[config.mk]
export PLATFORM = sky130hd
export DESIGN_NAME = sipo_collector
export DESIGN_NICKNAME = d
export VERILOG_FILES = /design/src/rtl/sipo_pkg.sv /design/src/rtl/sipo_out_fifo.sv /design/src/rtl/sipo_collector.sv
export SDC_FILE = /design/constraint.sdc
export NUM_CORES = 1
export LEC_CHECK = 0
export ABC_CLOCK_PERIOD_IN_PS = 6000
export CAP_MARGIN = 20
export CORE_ASPECT_RATIO = 1.1
export CORE_MARGIN = 10
export CORE_UTILIZATION = 39
export CTS_CLUSTER_SIZE = 8
export DETAILED_ROUTE_END_ITERATION = 6
export GPL_ROUTABILITY_DRIVEN = 0
export GPL_TIMING_DRIVEN = 0
export HOLD_SLACK_MARGIN = 0.06
export PLACE_DENSITY_LB_ADDON = 0.3
export SLEW_MARGIN = 20
export SYNTH_ARGS = -nofsm -noshare
export SYNTH_HDL_FRONTEND = slang
export SYNTH_HIERARCHICAL = 1
export SYNTH_SLANG_ARGS = --single-unit
[constraint.sdc]
create_clock -name clk -period 6 [get_ports clk]
set_input_delay 0.9 -clock clk [delete_from_list [all_inputs] [get_ports clk]]
set_output_delay 0.9 -clock clk [all_outputs]
set_load 0.01 [all_outputs]
[src/rtl/sipo_pkg.sv]
`default_nettype none
// +----------------------------------------------------------------------+
// | Module   : sipo_pkg                                                   |
// | Brief    : Shared types and width helpers for the SIPO collector.     |
// | Revision : 1.0 - initial release                                      |
// +----------------------------------------------------------------------+
package sipo_pkg;

  // IDLE: no bits of the current word received yet.
  // COLLECT: a partial word of 1..WIDTH-1 bits is in flight.
  typedef enum logic [0:0] {
    IDLE    = 1'b0,
    COLLECT = 1'b1
  } state_t;

  // Bit counter must be able to hold the value WIDTH.
  function automatic int cnt_width(input int width);
    return $clog2(width + 1);
  endfunction

  // Idle counter must be able to hold the value TIMEOUT.
  function automatic int to_width(input int timeout);
    return $clog2(timeout + 1);
  endfunction

endpackage
`default_nettype wire

[src/rtl/sipo_out_fifo.sv]
`default_nettype none
// +----------------------------------------------------------------------+
// | Module   : sipo_out_fifo                                              |
// | Brief    : First-word-fall-through output buffer for assembled words. |
// |            A push into a full buffer is accepted only when a pop      |
// |            happens at the same edge; otherwise it is ignored.         |
// | Revision : 1.0 - initial release                                      |
// +----------------------------------------------------------------------+
module sipo_out_fifo #(
  parameter int WIDTH = 4,
  parameter int DEPTH = 2
) (
  input  logic             clk,
  input  logic             reset,
  input  logic             push,
  input  logic [WIDTH-1:0] push_data,
  input  logic             pop,
  output logic [WIDTH-1:0] head_data,
  output logic             empty,
  output logic             full
);

  localparam int PTR_W = $clog2(DEPTH);

  logic [WIDTH-1:0] mem_q [DEPTH];
  logic [PTR_W-1:0] wr_ptr_q;
  logic [PTR_W-1:0] rd_ptr_q;
  logic [PTR_W:0]   count_q;
  logic [WIDTH-1:0] last_q;
  logic             do_pop;
  logic             do_push;

  assign empty   = (count_q == '0);
  assign full    = (count_q == (PTR_W + 1)'(DEPTH));
  assign do_pop  = pop && !empty;
  assign do_push = push && (!full || do_pop);

  // Once drained, keep showing the most recently popped word.
  assign head_data = empty ? last_q : mem_q[rd_ptr_q];

  // Storage array: written on accepted pushes only, no reset needed.
  always_ff @(posedge clk) begin
    if (do_push) begin
      mem_q[wr_ptr_q] <= push_data;
    end
  end

  // Pointers, occupancy and the last-popped holding register.
  always_ff @(posedge clk) begin
    if (reset) begin
      wr_ptr_q <= '0;
      rd_ptr_q <= '0;
      count_q  <= '0;
      last_q   <= '0;
    end else begin
      if (do_push) begin
        wr_ptr_q <= wr_ptr_q + PTR_W'(1);
      end
      if (do_pop) begin
        last_q   <= mem_q[rd_ptr_q];
        rd_ptr_q <= rd_ptr_q + PTR_W'(1);
      end
      if (do_push && !do_pop) begin
        count_q <= count_q + (PTR_W + 1)'(1);
      end else if (do_pop && !do_push) begin
        count_q <= count_q - (PTR_W + 1)'(1);
      end
    end
  end

endmodule
`default_nettype wire

[src/rtl/sipo_collector.sv]
`default_nettype none
// +----------------------------------------------------------------------+
// | Module   : sipo_collector                                             |
// | Brief    : Reassembles a serial bit stream into WIDTH-bit words,      |
// |            buffers them, and flags frame timeouts and overflows.      |
// | Revision : 1.0 - initial release                                      |
// +----------------------------------------------------------------------+
module sipo_collector
  import sipo_pkg::*;
#(
  parameter int WIDTH     = 4,
  parameter int LSB_FIRST = 1,
  parameter int DEPTH     = 2,
  parameter int TIMEOUT   = 4
) (
  input  logic             clk,
  input  logic             reset,
  input  logic             serial_i,
  input  logic             valid_i,
  output logic [WIDTH-1:0] parallel_o,
  output logic             valid_o,
  input  logic             ready_i,
  output logic             overflow_o,
  output logic             frame_err_o
);

  localparam int CNT_W = cnt_width(WIDTH);
  localparam int TO_W  = to_width(TIMEOUT);

  state_t           state_q;
  logic [CNT_W-1:0] bit_cnt_q;
  logic [WIDTH-1:0] shift_q;
  logic [TO_W-1:0]  idle_q;
  logic             frame_err_q;
  logic             overflow_q;

  logic [CNT_W-1:0] pos_d;
  logic [WIDTH-1:0] word_d;
  logic             last_bit;
  logic             push;
  logic             pop;
  logic             fifo_empty;
  logic             fifo_full;

  // Build the word including the bit arriving this cycle; a new word
  // starts from zero so stale bits of a discarded frame never leak in.
  always_comb begin
    pos_d  = (LSB_FIRST != 0) ? bit_cnt_q : (CNT_W'(WIDTH - 1) - bit_cnt_q);
    word_d = (state_q == IDLE) ? '0 : shift_q;
    for (int k = 0; k < WIDTH; k++) begin
      if (CNT_W'(k) == pos_d) begin
        word_d[k] = serial_i;
      end
    end
  end

  assign last_bit = (bit_cnt_q == CNT_W'(WIDTH - 1));
  assign push     = valid_i && last_bit;
  assign pop      = !fifo_empty && ready_i;

  // Bit-collection FSM with inter-bit timeout and sticky overflow.
  always_ff @(posedge clk) begin
    if (reset) begin
      state_q     <= IDLE;
      bit_cnt_q   <= '0;
      shift_q     <= '0;
      idle_q      <= '0;
      frame_err_q <= 1'b0;
      overflow_q  <= 1'b0;
    end else begin
      frame_err_q <= 1'b0;
      if (push && fifo_full && !pop) begin
        overflow_q <= 1'b1;
      end
      case (state_q)
        IDLE: begin
          if (valid_i) begin
            idle_q <= '0;
            if (!last_bit) begin
              shift_q   <= word_d;
              bit_cnt_q <= CNT_W'(1);
              state_q   <= COLLECT;
            end
          end
        end
        COLLECT: begin
          if (valid_i) begin
            idle_q <= '0;
            if (last_bit) begin
              bit_cnt_q <= '0;
              shift_q   <= '0;
              state_q   <= IDLE;
            end else begin
              shift_q   <= word_d;
              bit_cnt_q <= bit_cnt_q + CNT_W'(1);
            end
          end else if (idle_q == TO_W'(TIMEOUT - 1)) begin
            idle_q      <= '0;
            bit_cnt_q   <= '0;
            shift_q     <= '0;
            frame_err_q <= 1'b1;
            state_q     <= IDLE;
          end else begin
            idle_q <= idle_q + TO_W'(1);
          end
        end
        default: begin
          state_q <= IDLE;
        end
      endcase
    end
  end

  sipo_out_fifo #(
    .WIDTH (WIDTH),
    .DEPTH (DEPTH)
  ) u_fifo (
    .clk       (clk),
    .reset     (reset),
    .push      (push),
    .push_data (word_d),
    .pop       (pop),
    .head_data (parallel_o),
    .empty     (fifo_empty),
    .full      (fifo_full)
  );

  assign valid_o     = !fifo_empty;
  assign overflow_o  = overflow_q;
  assign frame_err_o = frame_err_q;

endmodule
`default_nettype wire

# Word-level counts from Yosys, hierarchy flattened

Memories as Yosys holds them, arrays and structs flattened. A register that Yosys moved wholly into a read port is not among the register bits.
Index checks and enable logic that the tools add are counted.

Equal/unequal tests: 9
Reduce and logical (&&, ||, !) cells: 19
Mux-type cells: 34
Bitwise operators: 1
Add/sub/neg operators: 6

Operators by type and width:

| kind                                                               | count |
|---|---|
| 4-bit 2-to-1 mux                                                   | 7 |
| 3-bit 2-to-1 mux                                                   | 8 |
| 1-bit 2-to-1 mux                                                   | 13 |
| 3-bit case mux with 2 select lines                                 | 2 |
| 1-bit logical AND                                                  | 8 |
| 4-bit case mux with 2 select lines                                 | 1 |
| 3-bit by 1-bit adder with 3-bit output, second input constant      | 2 |
| 2-bit by 3-bit == test with 1-bit output, first input constant     | 2 |
| 3-bit by 2-bit == test with 1-bit output, second input constant    | 2 |
| 1-bit zero test                                                    | 5 |
| 2-bit 2-to-1 mux                                                   | 2 |
| 2-bit != test, second input constant                               | 2 |
| 1-bit by 3-bit == test with 1-bit output, first input constant     | 1 |
| 3-bit zero test                                                    | 1 |
| 3-bit by 2-bit != test with 1-bit output, second input constant    | 1 |
| 3-bit AND reduction                                                | 1 |
| 3-bit OR reduction                                                 | 1 |
| 1-bit adder, second input constant                                 | 2 |
| 2-bit by 1-bit adder with 2-bit output, second input constant      | 1 |
| 2-bit == test, second input constant                               | 1 |
| 2-bit zero test                                                    | 1 |
| 1-bit case mux with 2 select lines                                 | 1 |
| 2-bit nonzero test                                                 | 1 |
| 2-bit by 1-bit subtractor with 2-bit output, second input constant | 1 |
| 2 further kinds                                                    | 2 |

Output and inout port bits: 7
Input bits: 5
Register bits: 21
RAM bits: 8
Memories kept: 1

Memory list:

| name         | depth | width | rd ports | clocked after memory_dff | write ports | line                | source |
|---|---|---|---|---|---|---|---|
| u_fifo.mem_q | 2     | 4     | 1        | 1                        | 1           | sipo_out_fifo.sv:25 | `logic [WIDTH-1:0] mem_q [DEPTH];` |

# Longest topological paths before layout

Gate-level depths: netlist of run 1.

Depth after elaboration: 10
Depth in mapped cells: 12
Mapped depth without buffers: 10

# Hierarchy

The synthesis of run 1 kept the hierarchy.

Modules (own cells, without submodules):

| module         | cells an instance | instances | area each (um^2) |
|---|---|---|---|
| sipo_collector | 95                | 1         | 782.0 |
| sipo_out_fifo  | 63                | 1         | 740.7 |

# Worst setup path before layout of run 1

Ideal clock, no wire load.

Path kind: input -> register
Start: in valid_i
End: reg u_fifo.count_q[1]
Arrival time: 2.238 ns
Cell stages on the path: 8
Path slack: 3.690 ns
Buffers on the path: 2
Data required time: 5.928 ns
Cells stage by stage: buf_4 inv_2 buf_4 nor2_1 a21boi_4 ha_1 or3_1 a21oi_1

Word-level cells in the longest chain between the ends: 5

Ends and longest elaborated chain:

| what                         | line                 | source |
|---|---|---|
| from (decl)                  | sipo_collector.sv:19 | `input logic valid_i,` |
| 1-bit logical AND (*)        | sipo_collector.sv:58 | `assign push = valid_i && last_bit;` |
| named net push               | sipo_collector.sv:40 | `logic push;` |
| 1-bit logical AND (*)        | sipo_out_fifo.sv:36  | `assign do_push = push && (!full \|\| do_pop);` |
| 1-bit zero test              | sipo_out_fifo.sv:65  | `end else if (do_pop && !do_push) begin` |
| 1-bit logical AND            | sipo_out_fifo.sv:65  |  |
| 2-bit nonzero test (no line) | -                    |  |
| to (signal assigned)         | sipo_out_fifo.sv:64  | `count_q <= count_q + (PTR_W + 1)'(1);` |
| to (signal assigned)         | sipo_out_fifo.sv:66  | `count_q <= count_q - (PTR_W + 1)'(1);` |
| to (decl)                    | sipo_out_fifo.sv:28  | `logic [PTR_W:0] count_q;` |

The timed path passes the listed nets; every way through them passes the cells marked *.
A chain may end at the register's enable or synchronous reset.

# Final worst setup path of run 1

Start: reg u_fifo.count_q[0]
End: out parallel_o[2]

Word-level cells in the longest chain between the ends: 2

Ends and longest elaborated chain:

| what             | line                 | source |
|---|---|---|
| 2-bit zero test  | sipo_out_fifo.sv:33  | `assign empty = (count_q == '0);` |
| 4-bit 2-to-1 mux | sipo_out_fifo.sv:39  | `assign head_data = empty ? last_q : mem_q[rd_ptr_q];` |
| to (decl)        | sipo_collector.sv:20 | `output logic [WIDTH-1:0] parallel_o,` |

No other way between the ends.

==> results of run 1 <==
worst register-to-register path, cell delays in order (launching register included):
cell	delay [ns]
dfxtp_1	0.43
or2_1	0.13
buf_2	0.18
inv_1	0.07
nand2b_1	0.17
inv_1	0.08
o21a_1	0.13
buf_6	0.15
inv_1	0.06
ha_1	0.32
or3_1	0.36
a21oi_1	0.17
metrics by stage:
step	worst slack (ns)	hold WS (ns)	area (µm²)	utilization (%)
after floorplan	3.69	0.416	1520	-
after global placement	3.30	0.423	1690	45.4
after detailed placement	3.23	0.441	1690	45.4
after CTS	3.27	0.448	1770	47.7
after global routing	3.17	0.476	1770	47.7
final	3.32	0.446	1770	47.7
final cells by class:
class | count | area (µm²) | area share, %
Multi-Input combinational cell | 107 | 744 | 42.0
Sequential cell | 30 | 681 | 38.4
Timing Repair Buffer | 10 | 100 | 5.65
Clock buffer | 5 | 68.8 | 3.89
Tap cell | 50 | 62.6 | 3.53
Buffer | 9 | 52.6 | 2.97
Inverter | 12 | 45.0 | 2.54
Clock inverter | 3 | 16.3 | 0.919
per-layer routing:
layer | vias up | wire (µm) | global-route usage, %
met2 | 26 | 1710 | 17.3
met5 | - | 0 | 0
met4 | 0 | 23 | 5.38
met1 | 543 | 1170 | 9.39
li1 | 577 | - | -
met3 | 2 | 176 | 5.11
flip-flops by register name, indices dropped and copies added, names as in the netlist, named ones only:
name	flops
shift_q	4
u_fifo/rd_ptr_q	1
u_fifo/last_q	4
idle_q	3
u_fifo/count_q	2
state_q	1
frame_err_o	1
u_fifo/mem_q	8
u_fifo/wr_ptr_q	1
overflow_o	1
bit_cnt_q	3
logic make-up (layout without fill, tap and decap cells):
kind of cell,after synthesis,count (layout)
mux,6,6
buf+inv,21,39
simple gates,61,61
fa+ha+maj,6,6
compound gates,31,31
xor+xnor,3,3
flops,30,30
final timing paths:
kind / end / cells after the start / from
worst max-delay path: parallel_o[2] / 5 / u_fifo/count_q[0]$_SDFFE_PP0P_
worst min-delay path: idle_q[2]$_SDFFE_PP0P_ / 2 / idle_q[2]$_SDFFE_PP0P_
worst max register to register: u_fifo/count_q[1]$_SDFFE_PP0P_ / 11 / u_fifo/count_q[0]$_SDFFE_PP0P_
worst min register to register: idle_q[2]$_SDFFE_PP0P_ / 2 / idle_q[2]$_SDFFE_PP0P_
cells in the mapped netlist (all sizes together), types with 2 or more instances:
| library cell | count | area share, % |
|---|---|---|
| dfxtp | 22 | 29 |
| nor2 | 15 | 3.7 |
| inv | 12 | 3.0 |
| nand2 | 10 | 2.5 |
| a21oi | 8 | 2.6 |
| edfxtp | 8 | 16 |
| buf | 6 | 2.7 |
| ha | 6 | 4.9 |
| nand2b | 6 | 2.5 |
| nand3 | 6 | 2.0 |
| mux2i | 5 | 3.3 |
| nor2b | 5 | 2.4 |
| a211oi | 4 | 3.3 |
| nand3b | 4 | 2.0 |
| o21a | 4 | 2.0 |
| o21ai | 4 | 1.3 |
| and2b | 3 | 1.6 |
| clkbuf | 3 | 0.74 |
| nor3b | 3 | 1.5 |
| o221ai | 3 | 1.7 |
| a21boi | 2 | 1.7 |
| and2 | 2 | 0.82 |
| and3b | 2 | 1.2 |
| o211ai | 2 | 0.99 |
| or3 | 2 | 1.2 |
| xor2 | 2 | 1.2 |
power by group through the flow:
| stage | registers, mW | clock network, mW | logic [mW] |
|---|---|---|---|
| final | 0.213 | 0.157 | 0.0304 |
| after global placement | 0.217 | 0 | 0.0292 |
| after global routing | 0.213 | 0.172 | 0.0341 |
| after CTS | 0.213 | 0.162 | 0.0306 |
| after detailed placement | 0.217 | 0 | 0.0305 |
| after floorplan | 0.217 | 0 | 0.0210 |
==> results.json, run 1 <==
{
  "status": "finished clean",
  "tritoncts": "built",
  "drt-pass1-iter-count": 4,
  "grt_pass1_vias": 1182,
  "clkTransAtPathRegs_ns": 0.07,
  "ys_seq_area_share_pct": 44.7,
  "final_common_cell": "dfxtp_1",
  "synthesis.instances": 158,
  "p_int_mw": 0.303,
  "setup_tns_ns": 0,
  "muxShareOfSynthArea_pct": 4.27,
  "end_kind": "primary output",
  "drv_cap": 0,
  "postCtsSetupRepairBufs": 0,
  "ys_ff_latch": 30,
  "hold_buffers": 0,
  "clk_latency_ns": 0.29,
  "post-route-min-period_ns": 2.68,
  "worst_pin_slew_ns": 0.551,
  "die_width_um": 79.6,
  "power_frac_seq_pct": 53.2,
  "drt-initial-drc-count": 60,
  "numCtsBuffers": 5,
  "antenna_found_initial": 0,
  "p_leak_nw": 0.676,
  "wl_per_cell_um": 13.6,
  "crit_type": "reg2out",
  "relSlewSlack_pct": 63.3,
  "place_inst": 218,
  "ys_warn_count": 6,
  "ff2ff_setup_slack_ns": 3.68,
  "slew_viol_final": 0,
  "arrival_ns": 1.78,
  "worst_ir_drop_vdd_v": 0.000126,
  "fin_worst_skew_ns": 0.00353,
  "ctsRootBufferMaster": "clkbuf_8",
  "synth_fp_nets": 169,
  "start_util_pct": 41.0,
  "io_pins": 12,
  "crit_slowest_cell": "clkdlybuf4s50_1",
  "comb_power_share_pct": 7.6,
  "cts_resized": 0,
  "diodes": 0,
  "yosys.area_share.simple_pct": 22.4,
  "cp-start-kind": "register",
  "p_total_mw": 0.400,
  "grt_max_degree": 11,
  "hold_viol_final": 0,
  "track_usage_pct": 10.0,
  "fp.dieArea_um2": 6810,
  "synthXorXnorAreaFrac_pct": 1.73,
  "grt_pass1_wl_um": 5350,
  "final_cell_mix": "dfxtp_1, nor2_1, inv_1",
  "cpPeakStageDelay_ns": 0.56,
  "drc": 0,
  "power_density_nw_per_um2": 226,
  "max_freq_mhz": 373,
  "synth_fa_ha_area_share_pct": 4.93,
  "cp.required_ns": 5.10,
  "finalNetCount": 186,
  "rsz0062_at_grt": "false",
  "synth_compound_area_share_pct": 15.6,
  "critPathBufInv": 2,
  "grt-ovfl-total": 0,
  "synth_top_family_by_area": "simple AND/OR/NAND/NOR gates",
  "hpwl_um": 2320,
  "syn_to_final_growth_pct": 16.3,
  "clkPwrFrac_pct": 39.2,
  "synth_cell_types": 42,
  "via_per_inst": 5.08,
  "fp-row-count": 23,
  "finalCritPeriodShare_pct": 44.7,
  "syn_avg_cell_area_um2": 9.64,
  "synth-async-reset-ratio_pct": 0,
  "syn-cell-area_um2": 1520,
  "core_area_um2": 3710,
  "synth_edf_count": 8,
  "hold_class": "reg2reg",
  "switching_power_mw": 0.0971,
  "port_buffers": 10,
  "dominantRegCellSynth": "dfxtp_1",
  "crit_chain": "or2_1 -> buf_2 -> nor2_1 -> a21oi_1 -> clkdlybuf4s50_1",
  "ant_nets": 0,
  "sw_frac_of_total_pct": 24.3,
  "vias": 1148,
  "setup_viol": 0,
  "cts_buffer_depth": 2,
  "cp_top_family": "buffers and inverters",
  "fillers": 343,
  "layout-drive-gt1-share_pct": 13.6,
  "die_y_um": 85.5,
  "path_max_fanout": 9,
  "wirelength_um": 3080,
  "instances_no_fill": 226,
  "cts_max_level": 2,
  "cts_sinks": 30
}
(Power assumes the default switching activity.)
==> run 2: changes to the inputs <==
--- a/config.mk
+++ b/config.mk
@@ -5,7 +5,7 @@
 export SDC_FILE = /design/constraint.sdc
 export NUM_CORES = 1
 export LEC_CHECK = 0
-export ABC_CLOCK_PERIOD_IN_PS = 6000
+export ABC_CLOCK_PERIOD_IN_PS = 2600
 export CAP_MARGIN = 20
 export CORE_ASPECT_RATIO = 1.1
 export CORE_MARGIN = 10
==> constraint.sdc (replaced) <==
create_clock -name clk -period 2.6 [get_ports clk]
set_input_delay 0.39 -clock clk [delete_from_list [all_inputs] [get_ports clk]]
set_output_delay 0.39 -clock clk [all_outputs]
set_load 0.01 [all_outputs]
==> results of run 2 <==
The final DEF is identical to that of run 1. Status: finished clean.
Main changes from that run: setup slack after placement 3.23 ns -> 0.300 ns; setup slack after layout 3.32 ns -> 0.279 ns; hold slack 0.446 ns -> 0.371 ns; end point of the critical path parallel_o[2] -> u_fifo/count_q[1]$_SDFFE_PP0P_; register-to-register setup slack 3.68 ns -> 0.28 ns; end point of the worst hold path idle_q[2]$_SDFFE_PP0P_ -> idle_q[1]$_SDFFE_PP0P_; total power 0.400 mW -> 0.923 mW; worst IR drop on VDD 0.000126 V -> 0.000292 V
